--- src/rtl/pipe_ex_mem.sv ---
// EX/MEM pipeline register: carries the execute-stage results and the
// control bits still needed by memory and write-back across one clock edge.
// There is no stall or flush. Every field loads on each rising edge while
// reset is low. Reset clears both write enables, so a cleared slot behaves
// as a NOP further down the pipe.
module pipe_ex_mem #(
   parameter int WIDTH = 32
) (
   input  logic             clk,
   input  logic             rst,
   input  logic             MEMWRITE_IN,
   input  logic             MEMTOREG_IN,
   input  logic             REGWRITE_IN,
   input  logic [WIDTH-1:0] RESULTOP_IN,
   input  logic [WIDTH-1:0] WRDATA_IN,
   input  logic [4:0]       ARD_IN,
   output logic             MEMWRITE_OUT,
   output logic             MEMTOREG_OUT,
   output logic             REGWRITE_OUT,
   output logic [WIDTH-1:0] RESULTOP_OUT,
   output logic [WIDTH-1:0] WRDATA_OUT,
   output logic [4:0]       ARD_OUT
);

   logic             memwrite_p1;
   logic             memtoreg_p1;
   logic             regwrite_p1;
   logic [WIDTH-1:0] resultop_p1;
   logic [WIDTH-1:0] wrdata_p1;
   logic [4:0]       ard_p1;

   // EX -> MEM boundary: capture every field each edge; reset clears all of them.
   always_ff @(posedge clk or posedge rst) begin
      if (rst) begin
         memwrite_p1 <= 1'b0;
         memtoreg_p1 <= 1'b0;
         regwrite_p1 <= 1'b0;
         resultop_p1 <= '0;
         wrdata_p1   <= '0;
         ard_p1      <= 5'b00000;
      end else begin
         memwrite_p1 <= MEMWRITE_IN;
         memtoreg_p1 <= MEMTOREG_IN;
         regwrite_p1 <= REGWRITE_IN;
         resultop_p1 <= RESULTOP_IN;
         wrdata_p1   <= WRDATA_IN;
         ard_p1      <= ARD_IN;
      end
   end

   assign MEMWRITE_OUT = memwrite_p1;
   assign MEMTOREG_OUT = memtoreg_p1;
   assign REGWRITE_OUT = regwrite_p1;
   assign RESULTOP_OUT = resultop_p1;
   assign WRDATA_OUT   = wrdata_p1;
   assign ARD_OUT      = ard_p1;

endmodule

--- config.mk ---
export PLATFORM = sky130hd
export DESIGN_NAME = pipe_ex_mem
export DESIGN_NICKNAME = d
export VERILOG_FILES = /design/src/rtl/pipe_ex_mem.sv
export SDC_FILE = /design/constraint.sdc
export NUM_CORES = 1
export LEC_CHECK = 0
export BUFFER_PORTS_ARGS = -buffer_cell sky130_fd_sc_hd__buf_2
export CORE_ASPECT_RATIO = 2
export CORE_MARGIN = 2
export CORE_UTILIZATION = 30
export CTS_CLUSTER_DIAMETER = 40
export CTS_CLUSTER_SIZE = 40
export DETAILED_ROUTE_END_ITERATION = 7
export SLEW_MARGIN = 20
export SYNTH_ARGS = -nofsm -noshare
export SYNTH_HDL_FRONTEND = slang
export SYNTH_SLANG_ARGS = --single-unit
--- constraint.sdc ---
create_clock -name clk -period 5.16 [get_ports clk]
set_input_delay 0.258 -clock clk [delete_from_list [all_inputs] [get_ports clk]]
set_output_delay 0.258 -clock clk [all_outputs]
set_load 0.1 [all_outputs]
==> metrics, run 1 <==
most frequent cells in the layout buf_2 (145), dfrtp_1 (72), clkbuf_16 (9); post-placement cell area approximately 2600 um2; CTS Buf Count 9; row count 40; Max Cap Viol 0; CTS hold repair buffers 0; Slew @ Worst Pin between 0.8 and 0.9 ns; number of global-route vias before repair 1304; Synth Register Bits 72; crit path kind reg2out; first-pass GRT wire length 5616 um; Pleak 1.553 nW; comb_multi_in 0; relative slew slack 0.4430; sequential share of the synthesized area 0.9979; CP Cell Sequence buf_2; drt drc 16; CP endpoint kind primary output; Syn Inst Count 73; register share of total power 0.417; Initial Utilization 0.3057; worst-case vdd ir drop ~0.00032 V; GPL Wtd Cong 0.7082; post-synthesis cell type count 2; Synthesized Nets 147; Final HPWL DP approximately 3000 um; Final Instance Count excl. Fillers slightly below 300; DR iter-0 viols 54; slowest stage delay, CP 0.42 ns; initial antenna violation count 0; post-CTS setup buffer count 0; CP Launch Type flip-flop; Worst Hold Class in2reg; Crit path required time 4.90 ns; PortBufs 145; Reg clk slew, reported paths around 0.05 ns; Hold Path Depth 1; Design Area, Final 2892 um2; Total Die Area between 6000 and 7000 um2; Inserted Diodes 0; Post-Syn Area 1805 um2; Die W 58.86 um; Worst path depth 1; largest fanout on the critical path 1; Vias per Instance 4.115; fin nets approximately 300; sw frac 0.3117; clk buf depth 2; Sequential Area 1802 um2; RSZ-0062 raised after global routing no; H-tree depth 3; Final Hold Viols 0; Comb power frac 0.199; Core Area 5906 um2; delay-heaviest family, CP buffers and inverters; total clock sinks 72; WP buf/inv 1; multi-input logic area 0 um2; final setup fails 0; GR Util All Layers 0.1232; routed vias roughly 1200; IO Pins 146; drt first pass iters 6; PD cells 498.2 nW/um2; Slowest-stage cell, CP buf_2; synthesis-to-layout area growth 60.15%; placed instance count roughly 280; Switch Pwr approximately 0.45 mW; CTS tree done; largest net degree at the start of global routing 73; share of cells above drive strength 1 0.6824; Die Ht 113.7 um; Clk network pwr share 0.384; Internal 0.9915 mW; most common cell after layout, fill and taps aside buf_2; Worst EP arrival 1.08 ns; post_cts resized 0; Filler Cells Inserted 515; grt ovf 0; Synth Area per Inst 24.73 um2; CTS Root Buffer Type clkbuf_16; final worst path period need 1.334 ns; upper clock frequency limit about 750 MHz; part of the cycle the worst path needs 0.2586; WL per Instance 13.12 um; Setup TNS Final 0 ns; Detailed Route WL slightly below 4000 um; ANT nets after route 0; status complete, but fails checks; Slew Limit Fails 0; failing checks design-rule violations; Syn. warnings 0
-- cell usage after synthesis --
cell	number	share of area
dfrtp_1	72	1.0
inv_1	1	0.0021
-- state kept, by name, indices dropped and copies added, names as in the netlist --
register	count
RESULTOP_OUT	32
WRDATA_OUT	32
ARD_OUT	5
MEMTOREG_OUT	1
MEMWRITE_OUT	1
REGWRITE_OUT	1
-- per-stage QoR --
step | utilization | hold WS [ns] | power [mW] | worst slack, ns
CTS | 0.4896 | 0.02050 | 1.464 | 3.791
global placement | 0.4432 | 0.3662 | 0.8977 | 4.050
global route | 0.4896 | 0.02106 | 1.492 | 3.777
finish | 0.4896 | 0.03666 | 1.441 | 3.826
detailed placement | 0.4432 | 0.3673 | 0.8991 | 4.012
floorplan | - | 0.2894 | 0.8341 | 3.077
-- per-layer routing --
metal	wire, um	vias to the layer above	track usage
met4	99	0	0.1045
li1	-	534	-
met3	760	10	0.08277
met2	1697	136	0.1785
met5	0	-	0
met1	1326	538	0.1141
-- logic make-up after synthesis --
group	Yosys count	share of synthesized area
flip-flops	72	0.9979
buffers and inverters	1	0.002077
-- final timing paths --
kind                                start  slack [ns]               end
min in group asynchronous             rst        0.18    WRDATA_OUT[20]
max in group asynchronous             rst        4.43  RESULTOP_OUT[22]
max                        WRDATA_OUT[22]        3.83    WRDATA_OUT[22]
min                         WRDATA_IN[20]        0.04    WRDATA_OUT[20]
-- power by group through the flow --
stage          Sequential [mW]  Combinational, mW  Clock (mW)
3_3_place_gp             0.610              0.288           0
5_1_grt                  0.603              0.295       0.595
3_5_place_dp             0.610              0.289           0
4_1_cts                  0.601              0.289       0.574
6_report                 0.600              0.286       0.554
2_1_floorplan            0.826            0.00822           0
-- final cells by class --
class | instances | area share
Sequential cell | 72 | 0.6231
Timing Repair Buffer | 146 | 0.2536
Clock buffer | 14 | 0.09476
Tap cell | 63 | 0.02726
Inverter | 1 | 0.001298
Power figures use the tool's default switching activity.
==> inputs of run 2 (changes only) <==
Settings changed: PLACE_DENSITY from default to 0.67.
Clock period 5.16 ns to 1.2 ns, I/O delays scaled along.
==> run 2 against run 1 <==
The flow still finishes with violations (design-rule violations); die area stayed put; combinational power grew to 5.0 times the previous value; sequential share of layout area is 13 points lower; count of clock-buffer cells in the layout is 2 lower; first-iteration DRC count is 13% higher; global-route usage is 2.9 points higher; final cell count is 26% higher; critical path depth stayed put; utilization is 13 points higher; sequential cell count stayed put; critical path type unchanged; critical endpoint is now RESULTOP_OUT[7].
==> metrics, run 2 (synthesized netlist as in run 1, its figures left out) <==
status complete, but fails checks (unchanged); failing checks design-rule violations (unchanged); CP endpoint kind primary output (unchanged); RSZ-0062 raised after global routing no (unchanged); Worst Hold Class in2reg (unchanged); delay-heaviest family, CP buffers and inverters (unchanged); GR Util All Layers 0.1526 (was 0.1232); DR iter-0 viols 61 (was 54); H-tree depth 3 (unchanged); upper clock frequency limit 874.4 MHz; Pleak 1.878 nW (was 1.553 nW); Final Hold Viols 0 (unchanged); total clock sinks 72 (unchanged); largest fanout on the critical path 1 (unchanged); clk buf depth 2 (unchanged); Max Cap Viol 0 (unchanged); CP Launch Type flip-flop (unchanged); routed vias 1516 (was 1218); share of cells above drive strength 1 0.5275 (was 0.6824); first-pass GRT wire length 7314 um (was 5616 um); drt first pass iters 6 (unchanged); Die W 58.86 um (unchanged); Reg clk slew, reported paths 0.06 ns (was 0.05 ns); part of the cycle the worst path needs 0.9530; row count 40 (unchanged); Detailed Route WL 4986 um (was 3883 um); PD cells 1806 nW/um2 (was 498.2 nW/um2); IO Pins 146 (unchanged); post_cts resized 0 (unchanged); crit path kind reg2out (unchanged); WL per Instance 13.40 um (was 13.12 um); GPL Wtd Cong 0.6228 (was 0.7082); Core Area 5906 um2 (unchanged); comb_multi_in 0 (unchanged); Slew @ Worst Pin 0.4981 ns (was 0.8355 ns); Slowest-stage cell, CP buf_2 (unchanged); CTS hold repair buffers 73 (was 0); fin nets 378 (was 304); drt drc 7 (was 16); Final HPWL DP 2872 um (was 3022 um); post-placement cell area 2641 um2 (was 2618 um2); worst-case vdd ir drop 0.0009727 V (was 0.0003247 V); PortBufs 145 (unchanged); CP Cell Sequence buf_2 (unchanged); slowest stage delay, CP 0.43 ns (was 0.42 ns); final worst path period need about 1.1 ns; CTS Buf Count 9 (unchanged); initial antenna violation count 0 (unchanged); largest net degree at the start of global routing 48 (was 73); WP buf/inv 1 (unchanged); relative slew slack 0.6702 (was 0.4430); Vias per Instance 4.075 (was 4.115); Inserted Diodes 0 (unchanged); Die Ht 113.7 um (unchanged); post-CTS setup buffer count 0 (unchanged); Worst EP arrival 1.08 ns (about the same); grt ovf 0 (unchanged); Design Area, Final 3680 um2 (was 2892 um2); number of global-route vias before repair 1675 (was 1304); CTS Root Buffer Type clkbuf_16 (unchanged); multi-input logic area 0 um2 (unchanged); Crit path required time 1.14 ns (was 4.90 ns); Slew Limit Fails 0 (unchanged); most frequent cells in the layout buf_2 (145), dlygate4sd3_1 (73), dfrtp_1 (72) (was buf_2 (145), dfrtp_1 (72), clkbuf_16 (9)); Setup TNS Final 0 ns (unchanged); ANT nets after route 0 (unchanged); Hold Path Depth 2 (was 1); synthesis-to-layout area growth 103.8% (was 60.15%); final setup fails 0 (unchanged); Initial Utilization 0.3057 (unchanged); most common cell after layout, fill and taps aside buf_2 (unchanged); Total Die Area 6692 um2 (unchanged); Worst path depth 1 (unchanged); CTS tree done (unchanged)
==> run 2: through the flow <==
stage / worst slack, ns / cells / util / hold slack, ns / power (mW)
after detailed placement: 0.3926 / 283 / 0.4472 / 0.1554 / 3.866
after CTS: 0.04712 / 372 / 0.6231 / 0.3583 / 6.706
after global placement: 0.4135 / 283 / 0.4472 / 0.1358 / 3.855
after floorplan: 0.2567 / 73 / - / 0.09143 / 3.588
after global routing: 0.02344 / 372 / 0.6231 / 0.3671 / 6.871
final: 0.05636 / 372 / 0.6231 / 0.3684 / 6.646
==> run 2: power breakdown <==
part / internal [mW] / switching (mW) / total [mW] / leakage, nW
Clock: 1.72 / 0.906 / 2.63 / 0.149
Combinational: 0.329 / 1.10 / 1.43 / 0.890
Sequential: 2.55 / 0.0303 / 2.58 / 0.839
Total: 4.61 / 2.04 / 6.65 / 1.88
==> run 2: final cells by class <==
type | instances | area (um2)
Tap cell | 63 | 78.83
Timing Repair Buffer | 220 | 1484
Fill cell | 433 | 2226
Clock buffer | 12 | 256.5
Sequential cell | 72 | 1802
Inverter | 1 | 7.507
Clock inverter | 4 | 51.30
==> run 2: per-layer routing <==
metal / vias up / track usage / routed length (um)
li1: 685 / - / -
met4: 0 / 0.1030 / 152
met5: - / 0 / 0
met3: 14 / 0.04875 / 346
met2: 94 / 0.2689 / 2909
met1: 723 / 0.1414 / 1578
==> run 2: final timing paths <==
kind | to | slack [ns] | start
max in group asynchronous | REGWRITE_OUT | 0.53 | rst
hold / removal | MEMTOREG_OUT | 0.37 | MEMTOREG_IN
setup / recovery | RESULTOP_OUT[7] | 0.06 | RESULTOP_OUT[7]
min in group asynchronous | WRDATA_OUT[2] | 0.38 | rst
